===== config.mk =====
export PLATFORM = sky130hd
export DESIGN_NAME = ldiv_round_buf
export DESIGN_NICKNAME = d
export VERILOG_FILES = /design/src/rtl/ldiv_round_buf.sv
export SDC_FILE = /design/constraint.sdc
export NUM_CORES = 1
export LEC_CHECK = 0
export ABC_AREA = 1
export CAP_MARGIN = 10
export CORE_ASPECT_RATIO = 0.75
export CORE_UTILIZATION = 55
export CTS_BUF_LIST = sky130_fd_sc_hd__clkbuf_16
export CTS_CLUSTER_DIAMETER = 100
export CTS_CLUSTER_SIZE = 25
export DETAILED_ROUTE_END_ITERATION = 8
export PLACE_DENSITY_LB_ADDON = 0.2
export SKIP_LAST_GASP = 1
export SYNTH_ARGS = -nofsm -noshare
export SYNTH_HDL_FRONTEND = slang
export SYNTH_SLANG_ARGS = --single-unit
export TNS_END_PERCENT = 5

===== constraint.sdc =====
create_clock -name clk -period 2.8 [get_ports clk]
set_input_delay 0.28 -clock clk [delete_from_list [all_inputs] [get_ports clk]]
set_output_delay 0.28 -clock clk [all_outputs]
set_load 0.01 [all_outputs]

===== src/rtl/ldiv_round_buf.sv =====
// ldiv_round_buf: post-processor and elastic buffer for the pipelined long divider.
// Each incoming quotient is rounded (half away from zero) when LDIV_ROUND_EN is
// defined, or kept truncated when it is not. It is then saturated to OUT_WIDTH
// and pushed into a show-ahead FIFO. The divider cannot stall, so results that
// arrive while the FIFO is full are dropped and counted.
module ldiv_round_buf #(
  parameter int NUMERATOR_WIDTH   = 10,
  parameter int DENOMINATOR_WIDTH = 10,
  parameter int QUOTIENT_WIDTH    = 10,
  parameter int OUT_WIDTH         = 8,
  parameter int DEPTH             = 8
) (
  input  logic                         clk,
  input  logic                         reset_n,
  input  logic [QUOTIENT_WIDTH-1:0]    quotient_in,
  input  logic [NUMERATOR_WIDTH-1:0]   remainder_in,
  input  logic [DENOMINATOR_WIDTH-1:0] denominator_in,
  input  logic                         valid_in,
  output logic [OUT_WIDTH-1:0]         out_quotient,
  output logic                         out_sat,
  output logic                         out_div0,
  output logic                         out_valid,
  input  logic                         out_ready,
  output logic [$clog2(DEPTH):0]       level,
  output logic                         overflow,
  output logic [15:0]                  drop_count
);

  localparam int NW = NUMERATOR_WIDTH;
  localparam int DW = DENOMINATOR_WIDTH;
  localparam int QW = QUOTIENT_WIDTH;
  localparam int OW = OUT_WIDTH;
  localparam int AW = $clog2(DEPTH);
  localparam int EW = OW + 2;

  // Clamp limits expressed in the widened quotient domain; SAT_MIN is the
  // bitwise complement of SAT_MAX, i.e. -2^(OW-1).
  localparam logic signed [QW:0] SAT_MAX = $signed((QW+1)'((1 << (OW - 1)) - 1));
  localparam logic signed [QW:0] SAT_MIN = ~SAT_MAX;

  localparam logic [OW-1:0] OUT_MAX = {1'b0, {(OW-1){1'b1}}};
  localparam logic [OW-1:0] OUT_MIN = {1'b1, {(OW-1){1'b0}}};

  logic signed [QW:0] qExt;
  logic signed [QW:0] qRnd;
  logic [OW-1:0]      s1Quot_d;
  logic               s1Sat_d;
  logic               s1Div0_d;

  logic               s1Valid_q;
  logic [OW-1:0]      s1Quot_q;
  logic               s1Sat_q;
  logic               s1Div0_q;

  logic [EW-1:0]      mem_q [DEPTH];
  logic [AW:0]        wrPtr_q;
  logic [AW:0]        rdPtr_q;
  logic               overflow_q;
  logic [15:0]        dropCount_q;

  logic               fifoEmpty;
  logic               fifoFull;
  logic               doPop;
  logic               doPush;
  logic               doDrop;
  logic [EW-1:0]      headEntry;

`ifdef LDIV_ROUND_EN
  localparam int MW = ((NW > DW) ? NW : DW) + 1;

  logic signed [MW-1:0] remExt;
  logic [MW-1:0]        remMag;
  logic [MW:0]          twoMag;
  logic [MW:0]          denExt;

  // Round half away from zero: step the truncated quotient one unit in the
  // sign direction of the remainder when twice the remainder magnitude
  // reaches the denominator.
  always_comb begin
    qExt   = {quotient_in[QW-1], quotient_in};
    remExt = {{(MW-NW){remainder_in[NW-1]}}, remainder_in};
    remMag = remainder_in[NW-1] ? (-remExt) : remExt;
    twoMag = {remMag, 1'b0};
    denExt = {{(MW+1-DW){1'b0}}, denominator_in};
    qRnd   = qExt;
    if (twoMag >= denExt) begin
      if (remainder_in[NW-1]) begin
        qRnd = qExt - (QW+1)'(1);
      end else begin
        qRnd = qExt + (QW+1)'(1);
      end
    end
  end
`else
  logic unusedRemBits;

  assign unusedRemBits = ^remainder_in[NW-2:0];

  // Truncation build: the divider quotient passes straight through.
  always_comb begin
    qExt = {quotient_in[QW-1], quotient_in};
    qRnd = qExt;
  end
`endif

  // Saturate to the output width; a zero denominator bypasses rounding and
  // reports the extreme value matching the remainder sign.
  always_comb begin
    s1Quot_d = qRnd[OW-1:0];
    s1Sat_d  = 1'b0;
    s1Div0_d = 1'b0;
    if (denominator_in == '0) begin
      s1Quot_d = remainder_in[NW-1] ? OUT_MIN : OUT_MAX;
      s1Sat_d  = 1'b1;
      s1Div0_d = 1'b1;
    end else if (qRnd > SAT_MAX) begin
      s1Quot_d = OUT_MAX;
      s1Sat_d  = 1'b1;
    end else if (qRnd < SAT_MIN) begin
      s1Quot_d = OUT_MIN;
      s1Sat_d  = 1'b1;
    end
  end

  // Stage S1 captures the processed result whenever the divider presents one.
  always_ff @(posedge clk or negedge reset_n) begin
    if (!reset_n) begin
      s1Valid_q <= 1'b0;
      s1Quot_q  <= '0;
      s1Sat_q   <= 1'b0;
      s1Div0_q  <= 1'b0;
    end else begin
      s1Valid_q <= valid_in;
      if (valid_in) begin
        s1Quot_q <= s1Quot_d;
        s1Sat_q  <= s1Sat_d;
        s1Div0_q <= s1Div0_d;
      end
    end
  end

  // Full/empty from the extra pointer MSB; a pop frees a slot for a push
  // arriving in the same cycle, so a full FIFO still accepts while draining.
  always_comb begin
    fifoEmpty = (wrPtr_q == rdPtr_q);
    fifoFull  = (wrPtr_q[AW] != rdPtr_q[AW]) && (wrPtr_q[AW-1:0] == rdPtr_q[AW-1:0]);
    doPop     = !fifoEmpty && out_ready;
    doPush    = s1Valid_q && (!fifoFull || doPop);
    doDrop    = s1Valid_q && !doPush;
  end

  // Storage array holds {quotient, sat, div0}; it needs no reset because
  // the head is masked whenever the FIFO is empty.
  always_ff @(posedge clk) begin
    if (doPush) begin
      mem_q[wrPtr_q[AW-1:0]] <= {s1Quot_q, s1Sat_q, s1Div0_q};
    end
  end

  // Pointer and drop bookkeeping; drop_count holds at its ceiling.
  always_ff @(posedge clk or negedge reset_n) begin
    if (!reset_n) begin
      wrPtr_q     <= '0;
      rdPtr_q     <= '0;
      overflow_q  <= 1'b0;
      dropCount_q <= '0;
    end else begin
      if (doPush) begin
        wrPtr_q <= wrPtr_q + (AW+1)'(1);
      end
      if (doPop) begin
        rdPtr_q <= rdPtr_q + (AW+1)'(1);
      end
      if (doDrop) begin
        overflow_q <= 1'b1;
        if (dropCount_q != 16'hFFFF) begin
          dropCount_q <= dropCount_q + 16'd1;
        end
      end
    end
  end

  // Show-ahead head, forced to zero while empty so reset and idle look clean.
  always_comb begin
    headEntry    = fifoEmpty ? '0 : mem_q[rdPtr_q[AW-1:0]];
    out_quotient = headEntry[EW-1:2];
    out_sat      = headEntry[1];
    out_div0     = headEntry[0];
    out_valid    = !fifoEmpty;
    level        = wrPtr_q - rdPtr_q;
    overflow     = overflow_q;
    drop_count   = dropCount_q;
  end

endmodule


==> impl_metrics.ini <==
[run_status]
status = finished, final reports clean

[placed_design]
portBuffers = 56
place_area_sq_um = 6020
place_inst = 725
dp_slack_ns = 0.197
dp_hpwl_mm = 7.47
gp_congestion = 0.883

[yosys]
netlist_instances = 543
synth-main-ff-cell = edfxtp_1
synthTopCellsByArea = edfxtp_1 46%, dfrtp_1 17%, nand2_1 11%
ys_types = 29
yosysMostFrequentCell = nand2_1
ys_seq_area_share_pct = 62.9
syn_nets = 584
yosys_register_bits = 116
yosys-top-cells-count = 158 x nand2_1, 101 x nor2_1, 80 x edfxtp_1
synth_top_area_share_pct = 45.7
ys_warn_count = 0
netlist_area_sq_um = 5250
avgSynthCellArea_sq_um = 9.67
synth_top_cell_by_area = edfxtp_1
async_flop_share_pct = 31.0
synth_edf_count = 80

[layout]
fin_util_pct = 73.1
area_delta_synth_final_pct = 27.5
n_fill_cell = 677
stdcell_count = 763
fin_nets = 663
drive_gt1_share_pct = 9.76
antenna_cells = 0
stdcell_area_sq_um = 6700

[timing]
slew-limit-headroom_pct = 45.2
worst_slack_ns = 0.0791
period_minus_slack_ns = 2.72
drv_slew = 0
period_share_pct = 97.2
fin_worst_skew_ns = 0.00811
worst_slew_pin_slew_ns = 0.821
finalSetupViolations = 0
fmax_ghz = 0.368
hold_slack_ns = 0.461
rsz0062_at_grt = true
final-hold-violation-count = 0

[worst_setup_path]
cp-start-kind = flop
cp.arrival_ns = 2.44
end_kind = output pin
crit_buf_inv = 4
worst-setup-path-type = flop to output pin
critPathSlowestCell = clkdlybuf4s50_1
required_ns = 2.52
crit_chain = buf_4 > clkinvlp_4 > clkbuf_16 > o21ai_0 > o211ai_1 > nand2_1 > nor2_1 > clkdlybuf4s50_1
cpPeakStageDelay_ns = 0.49
crit_family = buffers and inverters
crit_path_max_fanout = 18

[die]
dieArea_sq_um = 9950
coreArea_sq_um = 9160
rows = 30
initial_core_util_pct = 57.3
io_pins = 66
die_w_microns = 115
die_h_microns = 86.6

[cts]
clock_sinks = 116
cts-root-buf = clkbuf_16
cts_max_level = 4
clk_latency_ns = 0.41
numCtsBuffers = 17
clock_path_buffers = 2
cts.clk_slew.worst_paths_ns = 0.06
tritoncts = done

[grt]
grt_usage_pct = 25.8
grt_max_degree = 38
antenna_found_initial = 0
first_global_vias = 3713
grt_pass1_wl_mm = 18.7
overflow = 0

[routing]
drt_iter0_drc = 264
antenna_left = 0
post_drt_wl_per_cell_microns = 15.9
drt-vias-per-instance = 5.38
firstDrtPassIters = 7
drcViolationCount = 0
via_count = 4107
drt-total-wl_mm = 12.2

[flow_run]
drv_cap = 0

[power]
peakVddDrop_mv = 0.509
power_density_nw_per_um2 = 1080
p_leak_nw = 2.74

[min_path]
hold_class = flop to flop
==> layout by cell type, fill, tap and decap left out, drive strengths merged, types with 7 or more instances in the layout <==
| cell | count |
|---|---|
| xnor2 | 7 |
| o21ai | 57 |
| clkbuf | 18 |
| nand3 | 13 |
| dfrtp | 36 |
| o22ai | 10 |
| edfxtp | 80 |
| xor2 | 7 |
| nor2 | 103 |
| o211ai | 10 |
| inv | 28 |
| buf | 21 |
| clkdlybuf4s50 | 54 |
| nand2 | 159 |
==> layer usage <==
layer	track usage, %	part of all wire (%)
met2	40.2	47
met1	34.6	43
met3	7.41	8.3
met5	0	0
met4	9.68	1.6
==> cell families after synthesis <==
logic type	count (synthesis)	synth area share [%]
fa+ha+maj	7	1.81
simple gates	281	20.7
flops	116	62.9
xor+xnor	14	2.48
buf+inv	43	3.38
compound gates	82	8.69
==> final timing paths <==
| check | from | to | slack (ns) | cells past startpoint |
|---|---|---|---|---|
| setup / recovery | rdPtr_q[0] | out_quotient[2] | 0.08 | 8 |
| hold / removal | overflow | overflow | 0.46 | 2 |
| setup reg to reg | wrPtr_q[2] | mem_q[4][6] | 0.57 | 9 |
| hold reg to reg | overflow | overflow | 0.46 | 2 |
| max in group asynchronous | reset_n | rdPtr_q[2] | 1.76 | 2 |
| min in group asynchronous | reset_n | drop_count[14] | 0.51 | 2 |
==> worst register-to-register path, delay by kind of cell (launching register included) <==
family	cells	cell delay, ns
buffers and inverters	2	0.41
flip-flops	1	0.44
AND/OR/NAND/NOR	6	0.69
adder cells (fa/ha/maj)	1	0.38
==> metrics by stage <==
step | power [mW] | TNS, ns
after detailed placement | 4.94 | 0
after CTS | 7.15 | 0
after global routing | 7.66 | -0.388
after floorplan | 3.78 | 0
final | 7.26 | 0
after global placement | 4.85 | 0
==> timing repair <==
item / in CTS / in global routing
gates cloned: 0 / 2
resized for setup: 3 / 3
setup endpoints to repair: 10 / 7
buffers inserted: 0 / 3
hold buffers: 1 / 0
hold endpoints to repair: 36 / 0
==> state kept, by name, indices dropped and copies added (netlist names) <==
name / cells
s1Sat_q: 1
s1Div0_q: 1
mem_q: 80
s1Valid_q: 1
wrPtr_q: 4
drop_count: 16
overflow: 1
rdPtr_q: 4
s1Quot_q: 8
==> report_power, final <==
| part | switching [mW] | internal (mW) |
|---|---|---|
| Sequential | 0.203 | 2.14 |
| Combinational | 1.54 | 1.21 |
| Clock | 0.821 | 1.33 |
| Total | 2.57 | 4.69 |
==> layout make-up <==
type,count,area (sq um),area share (%)
Tap cell,128,160,2.39
Multi-Input combinational cell,385,1790,26.7
Sequential cell,116,3300,49.3
Clock buffer,17,425,6.35
Inverter,24,93.8,1.40
Timing Repair Buffer,78,756,11.3
Clock inverter,15,173,2.58
Note: power is estimated with default switching activity, not from simulation.
